**src/rtl/instr_fetch_pkg.sv**
```systemverilog
// Shared processor package: fetch-path widths, queue depth and the queue entry type.
package instr_fetch_pkg;

    localparam int PC_W   = 8;
    localparam int INST_W = 16;
    localparam int QDEPTH = 2;
    localparam int LVL_W  = $clog2(QDEPTH + 1);

    localparam logic [LVL_W-1:0] LVL_EMPTY = LVL_W'(0);
    localparam logic [LVL_W-1:0] LVL_ONE   = LVL_W'(1);
    localparam logic [LVL_W-1:0] LVL_FULL  = LVL_W'(QDEPTH);

    typedef struct packed {
        logic [PC_W-1:0]   pc;
        logic [INST_W-1:0] inst;
    } fetch_entry_t;

endpackage

```
**src/rtl/instr_fetch_if.sv**
```systemverilog
// Fetch-stage bus: ROM port, execute-stage redirect and decoder handshake.
interface instr_fetch_if;
    import instr_fetch_pkg::*;

    logic [PC_W-1:0]   rom_addr;
    logic [INST_W-1:0] rom_data;
    logic              jump;
    logic [PC_W-1:0]   jump_target;
    logic              dec_ready;
    logic              inst_valid;
    logic [INST_W-1:0] inst;
    logic [PC_W-1:0]   inst_pc;
    logic [LVL_W-1:0]  level;

    // Fetch block side
    modport master (
        output rom_addr, inst_valid, inst, inst_pc, level,
        input  rom_data, jump, jump_target, dec_ready
    );

    // ROM / execute / decoder side
    modport slave (
        input  rom_addr, inst_valid, inst, inst_pc, level,
        output rom_data, jump, jump_target, dec_ready
    );
endinterface

```
**src/rtl/instr_fetch_fifo.sv**
```systemverilog
// fetch_fifo: 2-entry in-order register queue with push, pop, flush and level.
// Entry 0 is always the head, so the read side comes straight from registers.
module fetch_fifo
    import instr_fetch_pkg::*;
(
    input  logic             clk,
    input  logic             reset,
    input  logic             push,
    input  logic             pop,
    input  logic             flush,
    input  fetch_entry_t     wr_entry,
    output fetch_entry_t     rd_entry,
    output logic             rd_valid,
    output logic [LVL_W-1:0] level
);

    fetch_entry_t e0;
    fetch_entry_t e1;

    // Queue storage and occupancy; flush wins over push/pop.
    always_ff @(posedge clk or negedge reset) begin
        if (!reset) begin
            level <= LVL_EMPTY;
            e0    <= '0;
            e1    <= '0;
        end else if (flush) begin
            level <= LVL_EMPTY;
        end else begin
            case ({push, pop})
                2'b10: begin
                    if (level == LVL_EMPTY) e0 <= wr_entry;
                    else                    e1 <= wr_entry;
                    level <= level + LVL_ONE;
                end
                2'b01: begin
                    e0    <= e1;
                    level <= level - LVL_ONE;
                end
                2'b11: begin
                    // Level unchanged; the new entry lands behind whatever remains.
                    if (level == LVL_ONE) begin
                        e0 <= wr_entry;
                    end else begin
                        e0 <= e1;
                        e1 <= wr_entry;
                    end
                end
                default: ;
            endcase
        end
    end

    assign rd_valid = (level != LVL_EMPTY);
    assign rd_entry = rd_valid ? e0 : '0;

endmodule

```
**src/rtl/instr_fetch.sv**
```systemverilog
// instr_fetch: fetch PC, ROM addressing and push/redirect control in front of a
// 2-entry instruction queue feeding the decoder.
module instr_fetch
    import instr_fetch_pkg::*;
(
    input  logic          clk,
    input  logic          reset,
    instr_fetch_if.master bus
);

    logic [PC_W-1:0] fetch_pc;
    logic            pop;
    logic            push;
    logic            head_valid;
    fetch_entry_t    head;
    fetch_entry_t    new_entry;
    logic [LVL_W-1:0] q_level;

    // A pop during a jump is the branch itself being consumed; the flush drops the rest.
    assign pop       = head_valid & bus.dec_ready;
    assign push      = ~bus.jump & ((q_level != LVL_FULL) | pop);
    assign new_entry = '{pc: fetch_pc, inst: bus.rom_data};

    // Fetch PC: redirect has priority, otherwise advance on every push (wraps mod 256).
    always_ff @(posedge clk or negedge reset) begin
        if (!reset) begin
            fetch_pc <= '0;
        end else if (bus.jump) begin
            fetch_pc <= bus.jump_target;
        end else if (push) begin
            fetch_pc <= fetch_pc + PC_W'(1);
        end
    end

    fetch_fifo u_fifo (
        .clk      (clk),
        .reset    (reset),
        .push     (push),
        .pop      (pop),
        .flush    (bus.jump),
        .wr_entry (new_entry),
        .rd_entry (head),
        .rd_valid (head_valid),
        .level    (q_level)
    );

    assign bus.rom_addr   = fetch_pc;
    assign bus.inst_valid = head_valid;
    assign bus.inst       = head.inst;
    assign bus.inst_pc    = head.pc;
    assign bus.level      = q_level;

endmodule

```
**src/flat_wrapper.sv**
```systemverilog
// flat-port wrapper written by rule: the top's interface ports become plain ports
module instr_fetch_flat import instr_fetch_pkg::*;
  (clk, reset, bus_rom_addr, bus_inst_valid, bus_inst, bus_inst_pc, bus_level, bus_rom_data, bus_jump, bus_jump_target, bus_dec_ready);
  instr_fetch_if bus_i ();
  input  logic clk;
  input  logic reset;
  output wire logic [$bits(bus_i.rom_addr)-1:0] bus_rom_addr;
  output wire logic [$bits(bus_i.inst_valid)-1:0] bus_inst_valid;
  output wire logic [$bits(bus_i.inst)-1:0] bus_inst;
  output wire logic [$bits(bus_i.inst_pc)-1:0] bus_inst_pc;
  output wire logic [$bits(bus_i.level)-1:0] bus_level;
  input wire logic [$bits(bus_i.rom_data)-1:0] bus_rom_data;
  input wire logic [$bits(bus_i.jump)-1:0] bus_jump;
  input wire logic [$bits(bus_i.jump_target)-1:0] bus_jump_target;
  input wire logic [$bits(bus_i.dec_ready)-1:0] bus_dec_ready;
  assign bus_rom_addr = bus_i.rom_addr;
  assign bus_inst_valid = bus_i.inst_valid;
  assign bus_inst = bus_i.inst;
  assign bus_inst_pc = bus_i.inst_pc;
  assign bus_level = bus_i.level;
  assign bus_i.rom_data = bus_rom_data;
  assign bus_i.jump = bus_jump;
  assign bus_i.jump_target = bus_jump_target;
  assign bus_i.dec_ready = bus_dec_ready;
  instr_fetch u_core (.clk(clk), .reset(reset), .bus(bus_i));
endmodule
```
**config.mk**
```make
export PLATFORM = sky130hd
export DESIGN_NAME = instr_fetch_flat
export DESIGN_NICKNAME = d
export VERILOG_FILES = /design/src/rtl/instr_fetch_pkg.sv /design/src/rtl/instr_fetch_if.sv /design/src/rtl/instr_fetch_fifo.sv /design/src/rtl/instr_fetch.sv /design/src/flat_wrapper.sv
export SDC_FILE = /design/constraint.sdc
export NUM_CORES = 1
export LEC_CHECK = 0
export ABC_AREA = 1
export CAP_MARGIN = 20
export CORE_MARGIN = 5
export CORE_UTILIZATION = 50
export CTS_CLUSTER_DIAMETER = 40
export DETAILED_ROUTE_END_ITERATION = 8
export GPL_ROUTABILITY_DRIVEN = 0
export GPL_TIMING_DRIVEN = 0
export PLACE_DENSITY = 0.85
export SLEW_MARGIN = 15
export SYNTH_ARGS = -nofsm -noshare
export SYNTH_HDL_FRONTEND = slang
export SYNTH_SLANG_ARGS = --single-unit
```
**constraint.sdc**
```tcl
create_clock -name clk -period 2.5 [get_ports clk]
set_input_delay 0.375 -clock clk [delete_from_list [all_inputs] [get_ports clk]]
set_output_delay 0.375 -clock clk [all_outputs]
set_load 0.05 [all_outputs]
```
======== After elaboration in Yosys (flattened, before gate mapping) ========
Index checks and enable logic that the tools add are counted.
word-level totals
  bits in writable memories ............... 0
  bits in latches ......................... 0
  bits in registers ....................... 58
  ROM bits ................................ 0
  memories ................................ 0
cells by class
  reduce and logical (&&, ||, !) cells .... 8
  div/mod/pow operators ................... 0
  equal/unequal tests ..................... 8
  multiplexer cells ....................... 11
  order comparisons ....................... 0
  multiply operators ...................... 0
  shift-type cells ........................ 0
  add/subtract/negate cells ............... 3
  bitwise logic cells ..................... 4
operators by type and width
  cell                                                  number
  two-way mux 24 bit                                    5
  one-hot mux 24 bit (3 select lines)                   1
  one-hot mux 24 bit (2 select lines)                   1
  two-way mux 8 bit                                     2
  adder 8 x 1 -> 8 bit (second input constant)          1
  != test 2 bit (second input constant)                 4
  nonzero test 2 bit                                    3
  nonzero test 3 bit                                    2
  equality test 2 x 1 -> 1 bit (second input constant)  2
  equality test 2 bit (second input constant)           2
  one-hot mux 2 bit (2 select lines)                    1
  AND reduction 4 bit                                   1
  AND reduction 3 bit                                   1
  adder 2 x 1 -> 2 bit (second input constant)          1
  AND 1 bit                                             2
  zero test 2 bit                                       1
  two-way mux 2 bit                                     1
  subtractor 2 x 1 -> 2 bit (second input constant)     1
  inverter 1 bit                                        1
  bitwise OR 1 bit                                      1

======== Longest topological paths before layout ========
  depth after elaboration ................. 7
  mapped depth ............................ 13

======== Modules after synthesis ========
A second synthesis with hierarchy kept.
second synthesis, totals
  cell total of the unflattened synthesis .. 450
  area, all modules ....................... 3250.6 µm²
modules (own cells, without submodules)
  module       area each (µm²)  cells an instance  instances
  fetch_fifo   2657.5           365                1
  instr_fetch  593.1            85                 1

======== Least setup slack after synthesis ========
Ideal clock, no wire load.
  kind .................................... register to output
  start ................................... reg u_core.u_fifo.level[0]
  end ..................................... out bus_inst[10]
  setup slack ............................. 104 ps
  path buffers ............................ 2
  data required time ...................... 2125 ps
  arrival time ............................ 2021 ps
  stages on the path, launching flop included .. 6
  cells stage by stage .................... dfrtp_1 > inv_1 > ha_1 > buf_6 > clkbuf_1 > nor2_1
between the ends
  longest elaborated chain between the ends .. 2
RTL lines
  item                    line                    source
  start, declared         instr_fetch_fifo.sv:14  output logic [LVL_W-1:0] level
  start signal, assigned  instr_fetch_fifo.sv:33  level <= level + LVL_ONE;
  start signal, assigned  instr_fetch_fifo.sv:37  level <= level - LVL_ONE;
  nonzero test 2 bit      instr_fetch_fifo.sv:53  assign rd_valid = (level != LVL_EMPTY);
  two-way mux 24 bit      instr_fetch_fifo.sv:54  assign rd_entry = rd_valid ? e0 : '0;
  end, declared           flat_wrapper.sv:9       output wire logic [$bits(bus_i.inst)-1:0] bus_inst;
No other way between the ends.

======== Final worst setup path ========
  start ................................... reg u_core.u_fifo.level[0]
  end ..................................... out bus_inst[6]
The elaborated chain is that of the path after synthesis.

==> results.sh <==
export IMPL_r2r_cells=8
export IMPL_path_clk_slew_ns=0.06
export IMPL_area_delta_synth_final_pct=28.0
export IMPL_crit_path_cell_trace="inv_1, ha_1, buf_6, clkbuf_2, nor2_1, dlygate4sd2_1"
export IMPL_synth_async_sr_flop_share_pct=100
export IMPL_synth_ff_type="sky130_fd_sc_hd__dfrtp_1"
export IMPL_grt_util_all_layers_pct=19.0
export IMPL_dpl_worst_slack_ns=0.134
export IMPL_grt_max_degree=59
export IMPL_clock_sink_count=58
export IMPL_cts_setup_buffers=0
export IMPL_maxSlewViolCount=0
export IMPL_cts_root_buffer="sky130_fd_sc_hd__clkbuf_8"
export IMPL_fraction_of_final_layout_cells_sized_beyond_drive_strength_1_pct=13.2
export IMPL_end_kind="output port"
export IMPL_finish_net_count=519
export IMPL_min_delay_path_class="primary input to async pin"
export IMPL_drt_first_iter_violations=175
export IMPL_slew_headroom_pct=52.5
export IMPL_worst_path_max_fanout=10
export IMPL_syn_avg_cell_area_um2=7.47
export IMPL_maximum_vdd_drop_mv=0.686
export IMPL_power_per_cell_area_nw_per_um2=1390
export IMPL_fin_tns_setup_ns=0
export IMPL_hold_slack_ns=0.0841
export IMPL_timing_critical_path_from_type="register"
export IMPL_cp_arrival_ns=2.00
export IMPL_critical_path_buf_inv_count=4
export IMPL_post_cts_hold_buffer_count=0
export IMPL_finalHoldViolations=0
export IMPL_worst_path_stages=6
export IMPL_reg2reg_slack_ns=0.65
export IMPL_tritoncts_num_buffers=9
export IMPL_clock_insertion_delay_worst_skew_ns=0.34
export IMPL_grt_first_pass_wirelength_um=11600
export IMPL_final_common_cell="sky130_fd_sc_hd__nand2_1"
export IMPL_starting_density_of_the_core_pct=51.8
export IMPL_synth_warn=0
export IMPL_ctsLongestPathBuffers=2
export IMPL_antenna_found_initial=0
export IMPL_die_footprint_um2=7880
export IMPL_first_global_vias=2557
export IMPL_path_class="register to output port"
export IMPL_drt_total_wl_um=6830
export IMPL_critical_path_required_ns=2.12
export IMPL_finalWorstSetupSlack_ns=0.126
export IMPL_cp_top_family="buffers and inverters"
export IMPL_grt_ovfl_total=0
export IMPL_post_synth_inst_count=415
export IMPL_placeableCoreArea_um2=5990
export IMPL_fin_skew_ns=0.00677
export IMPL_detailedRoute_firstPassIterationCount=4
export IMPL_yosys_register_bits=58
export IMPL_detail_route_antenna_nets=0
export IMPL_power_static_leakage_nw=2.16
export IMPL_critical_path_reg2reg_startpoint="u_core.u_fifo.level[0]$_DFFE_PN0P_"
export IMPL_diodes_inserted=0
export IMPL_final_min_clock_period_ns=2.37
export IMPL_dr_total_vias=2699
export IMPL_detailed_place_hpwl_um=5060
export IMPL_ios=63
export IMPL_cts_htree_levels=3
export IMPL_synth_edff_count=0
export IMPL_synth_area_top_cells="sky130_fd_sc_hd__dfrtp_1 (47%), sky130_fd_sc_hd__nand2_1 (20%), sky130_fd_sc_hd__inv_1 (7.3%)"
export IMPL_per_cell_via_count_in_the_routed_design=4.76
export IMPL_outcome="finished clean"
export IMPL_worst_tran_pin_value_ns=0.713
export IMPL_crit_share_post_route_pct=95.0
export IMPL_cap_viol_max_count=0
export IMPL_rsz0062_at_grt="false"
export IMPL_rows=28
export IMPL_rr_endpoint="u_core.u_fifo.e1[5]$_DFFE_PN0P_"
export IMPL_numPortBuffers=61
export IMPL_synth_top_cell_area_share_pct=46.8
export IMPL_max_clk_rate_mhz=421
export IMPL_layout_common_cells="sky130_fd_sc_hd__nand2_1 (163), sky130_fd_sc_hd__inv_1 (60), sky130_fd_sc_hd__dfrtp_1 (58)"
export IMPL_critical_path_slowest_stage_cell="sky130_fd_sc_hd__dlygate4sd2_1"
export IMPL_wire_per_inst_um=12.0
export IMPL_timing_critical_path_slowest_cell_delay_ns=0.53
export IMPL_floorplan_die_height_um=88.7
export IMPL_netlist_top_cell_by_area="sky130_fd_sc_hd__dfrtp_1"
export IMPL_drcViolationCount=0
export IMPL_die_width_um=88.7
export IMPL_synth_cell_types=24
export IMPL_synth_fp_nets=447
export IMPL_setup_viol_count_final=0
export IMPL_synth_seq_area_share_pct=46.8
export IMPL_cts_tree="yes"
export IMPL_synth_cell_area_um2=3100
-- state kept, by name, summed over array words and instances, names as in the netlist --
signal / cells
u_core.bus.rom_addr: 8
u_core.u_fifo.e1: 24
u_core.u_fifo.e0: 24
u_core.u_fifo.level: 2
-- area by class of cell --
cell class | instances | area [um^2]
repair buffers | 61 | 568
inverters | 65 | 256
fillers | 479 | 2020
multi-input cells | 273 | 1240
well taps | 75 | 93.8
plain buffers | 19 | 154
flip-flops and latches | 58 | 1450
clock buffers | 11 | 151
clock inverters | 5 | 52.6
-- cells in the mapped netlist (3+ instances only) --
library cell and number:
sky130_fd_sc_hd__buf_2 4, sky130_fd_sc_hd__o21ai_2 7, sky130_fd_sc_hd__nand3_1 13, sky130_fd_sc_hd__inv_1 60
sky130_fd_sc_hd__inv_4 3, sky130_fd_sc_hd__o21ai_1 6, sky130_fd_sc_hd__ha_1 4, sky130_fd_sc_hd__buf_6 10
sky130_fd_sc_hd__or2_2 4, sky130_fd_sc_hd__clkbuf_1 5, sky130_fd_sc_hd__nand2_2 3, sky130_fd_sc_hd__nor2_1 28
sky130_fd_sc_hd__dfrtp_1 58, sky130_fd_sc_hd__nand2_1 163, sky130_fd_sc_hd__o21ai_0 36
-- worst max-delay path by stage --
stage / to / start
finish: bus_inst[6] / u_core.u_fifo.level[0]$_DFFE_PN0P_
global route: bus_inst[15] / u_core.u_fifo.level[0]$_DFFE_PN0P_
CTS: bus_inst[2] / u_core.u_fifo.level[0]$_DFFE_PN0P_
detailed placement: bus_inst[8] / u_core.u_fifo.level[0]$_DFFE_PN0P_
global placement: u_core.u_fifo.e0[9]$_DFFE_PN0P_ / reset
floorplan: bus_inst[10] / u_core.u_fifo.level[0]$_DFFE_PN0P_
-- per-layer routing --
layer | track usage, % | share of wire [%] | vias to the layer above
met5 | 0 | 0 | -
met4 | 6.87 | 1.6 | 0
met3 | 5.59 | 6.9 | 9
met2 | 29.9 | 46 | 85
met1 | 25.1 | 45 | 1211
li1 | - | - | 1394
-- report_power, final --
part	switching, mW	internal [mW]	total (mW)
sequential	0.236	1.38	1.61
clock	0.362	0.509	0.871
combinational	2.08	0.944	3.02
total	2.68	2.83	5.51
-- worst reg2reg max path: cells and delay by family (launching register included) --
kind | cells | cell delay (ns)
AO/OA/AOI/OAI | 2 | 0.35
AND/OR/NAND/NOR | 2 | 0.19
adder cells (fa/ha/maj) | 1 | 0.21
flip-flops | 1 | 0.40
buffers and inverters | 3 | 0.58
-- per-stage QoR --
stage / utilization [%] / total power, mW / cell area, um^2 / cells
floorplan: - / 3.85 / 3100 / 415
global placement: 63.5 / 4.70 / 3800 / 551
detailed placement: 63.5 / 4.77 / 3800 / 551
CTS: 66.5 / 5.55 / 3980 / 567
global route: 66.2 / 5.92 / 3970 / 567
finish: 66.2 / 5.51 / 3970 / 567
-- kinds of logic after synthesis --
group                      after synthesis  share of synthesized area, %
AOI/OAI and AO/OA                       52                          9.48
xor gates and xnor gates                 1                         0.283
adders and majority gates                4                          1.61
buffers and inverters                   84                          13.2
DFF                                     58                          46.8
and+or+nand+nor                        216                          28.7
-- what timing repair did --
| item | 4_1_cts | 5_1_grt |
|---|---|---|
| hold endpoints to repair | 0 | 0 |
| setup endpoints to repair | 20 | 25 |
| resized for setup | 20 | 32 |
No activity file was read; power rests on OpenSTA's default activity.
